--- src/rtl/store_buffer_sz.sv ---
// ---------------------------------------------------------------------------
// store_buffer_sz
//   Store buffer sitting between the MEM stage and data memory. Stores
//   (sw/sb/sh) are lane-aligned with byte enables, queued in a small FIFO,
//   and drained to memory over a valid/ready write port. This lets the
//   pipeline retire stores without waiting on memory. BufEmpty tells the
//   load path when no stores are still in flight.
//
// Ports
//   clk          rising-edge clock
//   reset        synchronous, active-high
//   StoreEnM     store request valid from the MEM stage
//   StoreSize    00=sw, 01=sb, 10=sh, 11=illegal
//   AddrM        byte address
//   WriteDataM   store data; byte/half in the low bits
//   StoreReadyM  buffer can accept a request (not full)
//   MisalignM    one-cycle pulse: the previous-cycle request was rejected
//   BufEmpty     no entries queued
//   MemWrValid   head entry valid toward memory
//   MemWrReady   memory accepts the head entry this cycle
//   MemAddr      word-aligned address of the head entry
//   MemWrData    lane-aligned data of the head entry
//   MemByteEn    byte enables of the head entry, bit i = byte lane i
// ---------------------------------------------------------------------------
module store_buffer_sz #(
  parameter int DEPTH = 4,
  parameter int AW    = 32
) (
  input  logic          clk,
  input  logic          reset,
  input  logic          StoreEnM,
  input  logic [1:0]    StoreSize,
  input  logic [AW-1:0] AddrM,
  input  logic [31:0]   WriteDataM,
  output logic          StoreReadyM,
  output logic          MisalignM,
  output logic          BufEmpty,
  output logic          MemWrValid,
  input  logic          MemWrReady,
  output logic [AW-1:0] MemAddr,
  output logic [31:0]   MemWrData,
  output logic [3:0]    MemByteEn
);

  localparam int PW = $clog2(DEPTH);
  localparam int CW = PW + 1;

  localparam logic [1:0] SZ_W = 2'b00;
  localparam logic [1:0] SZ_B = 2'b01;
  localparam logic [1:0] SZ_H = 2'b10;

  // FIFO storage
  logic [AW-1:0] addr_q [DEPTH];
  logic [31:0]   data_q [DEPTH];
  logic [3:0]    en_q   [DEPTH];

  logic [PW-1:0] wr_ptr_q, wr_ptr_d;
  logic [PW-1:0] rd_ptr_q, rd_ptr_d;
  logic [CW-1:0] count_q,  count_d;
  logic          full_q;
  logic          misalign_q;

  // Formatted request
  logic [1:0]    lane;
  logic [31:0]   fmt_data;
  logic [3:0]    fmt_en;
  logic          fmt_legal;
  logic [AW-1:0] word_addr;

  logic enq, rej, deq;

  assign lane      = AddrM[1:0];
  assign word_addr = {AddrM[AW-1:2], 2'b00};

  always_comb begin
    fmt_data  = WriteDataM;
    fmt_en    = 4'b0000;
    fmt_legal = 1'b0;
    case (StoreSize)
      SZ_W: begin
        fmt_data  = WriteDataM;
        fmt_en    = 4'b1111;
        fmt_legal = (lane == 2'b00);
      end
      SZ_B: begin
        fmt_data  = {4{WriteDataM[7:0]}};
        fmt_en    = 4'b0001 << lane;
        fmt_legal = 1'b1;
      end
      SZ_H: begin
        fmt_data  = {2{WriteDataM[15:0]}};
        fmt_en    = lane[1] ? 4'b1100 : 4'b0011;
        fmt_legal = ~lane[0];
      end
      default: begin
        fmt_data  = WriteDataM;
        fmt_en    = 4'b0000;
        fmt_legal = 1'b0;
      end
    endcase
  end

  // Requests arriving while full are ignored entirely; the pipeline holds them.
  assign enq = StoreEnM & StoreReadyM & fmt_legal;
  assign rej = StoreEnM & StoreReadyM & ~fmt_legal;
  assign deq = MemWrValid & MemWrReady;

  always_comb begin
    wr_ptr_d = wr_ptr_q;
    rd_ptr_d = rd_ptr_q;
    count_d  = count_q;
    if (enq) wr_ptr_d = wr_ptr_q + PW'(1);
    if (deq) rd_ptr_d = rd_ptr_q + PW'(1);
    case ({enq, deq})
      2'b10:   count_d = count_q + CW'(1);
      2'b01:   count_d = count_q - CW'(1);
      default: count_d = count_q;
    endcase
  end

  always_ff @(posedge clk) begin
    if (reset) begin
      wr_ptr_q   <= '0;
      rd_ptr_q   <= '0;
      count_q    <= '0;
      full_q     <= 1'b0;
      misalign_q <= 1'b0;
      // Clearing the storage keeps the head outputs at zero out of reset.
      for (int i = 0; i < DEPTH; i++) begin
        addr_q[i] <= '0;
        data_q[i] <= '0;
        en_q[i]   <= '0;
      end
    end else begin
      wr_ptr_q   <= wr_ptr_d;
      rd_ptr_q   <= rd_ptr_d;
      count_q    <= count_d;
      full_q     <= (count_d == CW'(DEPTH));
      misalign_q <= rej;
      if (enq) begin
        addr_q[wr_ptr_q] <= word_addr;
        data_q[wr_ptr_q] <= fmt_data;
        en_q[wr_ptr_q]   <= fmt_en;
      end
    end
  end

  assign StoreReadyM = ~full_q;
  assign MisalignM   = misalign_q;
  assign BufEmpty    = (count_q == '0);
  assign MemWrValid  = ~BufEmpty;
  assign MemAddr     = addr_q[rd_ptr_q];
  assign MemWrData   = data_q[rd_ptr_q];
  assign MemByteEn   = en_q[rd_ptr_q];

endmodule

--- config.mk ---
export PLATFORM = sky130hd
export DESIGN_NAME = store_buffer_sz
export DESIGN_NICKNAME = d
export VERILOG_FILES = /design/src/rtl/store_buffer_sz.sv
export SDC_FILE = /design/constraint.sdc
export NUM_CORES = 1
export LEC_CHECK = 0
export BUFFER_PORTS_ARGS = -buffer_cell sky130_fd_sc_hd__buf_4
export CAP_MARGIN = 20
export CORE_MARGIN = 10
export CORE_UTILIZATION = 50
export CTS_CLUSTER_DIAMETER = 200
export DETAILED_ROUTE_END_ITERATION = 7
export GPL_ROUTABILITY_DRIVEN = 0
export PLACE_DENSITY = 0.7
export SLEW_MARGIN = 40
export SYNTH_ARGS = -nofsm -noshare
export SYNTH_HDL_FRONTEND = slang
export SYNTH_SLANG_ARGS = --single-unit
--- constraint.sdc ---
create_clock -name clk -period 4.4 [get_ports clk]
set_input_delay 0.44 -clock clk [delete_from_list [all_inputs] [get_ports clk]]
set_output_delay 0.44 -clock clk [all_outputs]
set_load 0.005 [all_outputs]
==> impl_metrics.ini <==
[grt]
grt_pass1_vias = 7638
antenna_found_initial = 0
grt_overflow = 0
grt_pass1_wl_um = 44110
grt_max_degree = 42
grt_usage = 0.1832

[cells_and_area]
area_delta_synth_final_pct = 19.40
antenna_cells = 0
stdcell_count = 1291
seq_area_mm2 = 0.008155
multi_input_area_mm2 = 0.003503
fill_cells = 1846
final_nets = 1026
layout-drive-gt1-share = 0.2819

[sta]
fin_crit_ns = 2.941
drv_slew = 0
fin_setup_tns_ns = 0
finalHoldViolCount = 0
layout_setup_ws_ns = 1.459
tightest_slew_ns = 0.7958
finalCritPeriodShare = 0.6683
rsz0062_at_grt = false
setup_viol = 0
relSlewSlack = 0.4684
fin_worst_skew_ns = 0.01635
fmax_ghz = 0.3401

[logic_synthesis]
synth_top_area_cell = edfxtp_1
ys.warnings.count = 0
async_flop_share = 0
synth_edf_count = 264
ys_seq_area_frac = 0.6860
avgSynthCellArea_um2 = 14.48
synth_top_area_share = 0.6674
synth.top_cells.by_area = edfxtp_1 67%, mux4_2 13%, nor2_1 7.7%, dfxtp_1 1.9%, nand2_1 1.6%
synth_flop_cell = edfxtp_1
ys_types = 40
synth_seq_cells = 275
synth_cells = 820
syn_area_mm2 = 0.01188

[pwr]
power_density_mw_per_mm2 = 483.6
ir_drop_mv = 0.2705
leakage_nw = 5.264

[setup_path]
path_class = register to output port
arrival_ns = 2.50
cp.required_ns = 3.96
critical_path.max_fanout = 34
cp-start-kind = register
end_kind = output port

[drt]
num_vias = 7234
drc = 0
firstDrtPassIters = 7
ant_nets = 0
wl_per_cell_um = 21.86
wl_um = 28220
vias_per_cell = 5.603
drt_iter0_markers = 648

[clock_tree]
hold_buffers = 0
cts.path.max_buffers = 3
cts_tree = yes
cts_sinks = 275
clk_pin_slew_ns = 0.06
cts_resized = 0
numCtsBuffers = 28
cts_root_buf = clkbuf_16
clk_latency_ns = 0.53
cts_setup_buffers = 0
h-tree-depth = 1

[place]
io_buffers = 139
hpwl_um = 17800
pre_cts_ws_ns = 1.246
dp.cells = 1239

[floorplan]
fp.dieW_um = 174.1
io_pins = 142
start_util = 0.5075
rows = 56
die_y_um = 174.1
core_mm2 = 0.02340
dieArea_mm2 = 0.03032

[run_status]
outcome = finished, final reports clean

[min_path]
min_path_type = input pin to register

[run]
cap_violations = 0
-- metal layers --
metal	track usage	routed length (um)	vias to the layer above
met5	0	0	-
met4	0.04881	572	0
met3	0.02947	1618	38
met2	0.3203	14470	253
met1	0.2322	11560	3664
li1	-	-	3279
-- kinds of logic after synthesis --
logic type,synth area share
AO/OA/AOI/OAI,0.02876
AND/OR/NAND/NOR,0.1240
multiplexers,0.1269
XOR/XNOR,0.003688
other,0.0003157
flip-flops,0.6860
adder cells (fa/ha/maj),0.006953
buffers and inverters,0.02339
-- metrics by stage --
stage          instance area, um^2    util  power, mW  hold slack [ns]
6_report                     14180  0.6060      6.859           0.2229
3_3_place_gp                 13290  0.5677      4.722           0.5008
2_1_floorplan                11880       -      4.036           0.4847
4_1_cts                      14180  0.6058      6.927           0.2075
5_1_grt                      14180  0.6060      7.152           0.2162
3_5_place_dp                 13330  0.5696      4.746           0.5150
-- worst max-delay path, cell delays in order, from the launching register on --
cell and delay [ns]:
dfxtp_4 0.82, buf_12 0.36, mux4_2 0.60, buf_4 0.16
-- power by group --
part           internal (mW)  total (mW)  leakage (nW)  switching, mW
Clock                   1.26        2.20         0.415          0.945
Combinational          0.815        1.48          2.02          0.661
Sequential              3.02        3.18          2.83          0.153
Total                   5.10        6.86          5.26           1.76
-- path summary, 6_finish.rpt --
| check | slack [ns] | from | cells after the start | endpoint |
|---|---|---|---|---|
| max | 1.46 | register | 3 | MemAddr[31] |
| min | 0.22 | reset | 2 | register |
| max reg2reg | 1.88 | wr_ptr_q[0]$_SDFFE_PP0P_ | 3 | data_q[1][16]$_SDFFCE_PN0P_ |
| min reg2reg | 0.53 | rd_ptr_q[1]$_SDFFE_PP0P_ | 2 | rd_ptr_q[1]$_SDFFE_PP0P_ |
-- area by class of cell --
class,instances,share of cell area
clock buffer,37,0.05329
clock inverter,15,0.006528
inverter,10,0.002647
multi-input combinational,480,0.2470
sequential,275,0.5750
tap,319,0.02814
timing repair buffer,155,0.08734
-- cell usage after synthesis (3+ instances only) --
| cell type | count |
|---|---|
| edfxtp_1 | 264 |
| nor2_1 | 244 |
| mux4_2 | 66 |
| nand2_1 | 51 |
| clkbuf_1 | 36 |
| and3_1 | 30 |
| a22oi_1 | 16 |
| nor2b_1 | 15 |
| buf_2 | 12 |
| dfxtp_1 | 11 |
| inv_1 | 10 |
| a31oi_1 | 8 |
| o21ai_0 | 8 |
| buf_1 | 5 |
| ha_1 | 5 |
| and2_1 | 4 |
| a21oi_1 | 3 |
| a31o_2 | 3 |
| xor2_1 | 3 |
-- flip-flops by register name, summed over array words and instances (netlist names), named ones only --
register,count
MisalignM,1
count_q,3
full_q,1
data_q,128
rd_ptr_q,2
wr_ptr_q,2
addr_q,120
en_q,16
-- cells in the final DEF, fill, tap and decap left out, drive strengths merged, types with 3 or more instances in the layout --
master  netlist  final
a21oi         3      3
nor2b        15     15
dfxtp        11     11
clkbuf       36     37
xor2          3      3
ha            5      5
a22oi        16     16
and2          4      4
and3         30     30
o21ai         8      8
inv          10     11
a31oi         8      8
nand2        53     53
mux4         66     66
nor2        244    244
a31o          3      3
buf          20    155
clkinv        0     13
edfxtp      264    264
Power figures use the tool's default switching activity.
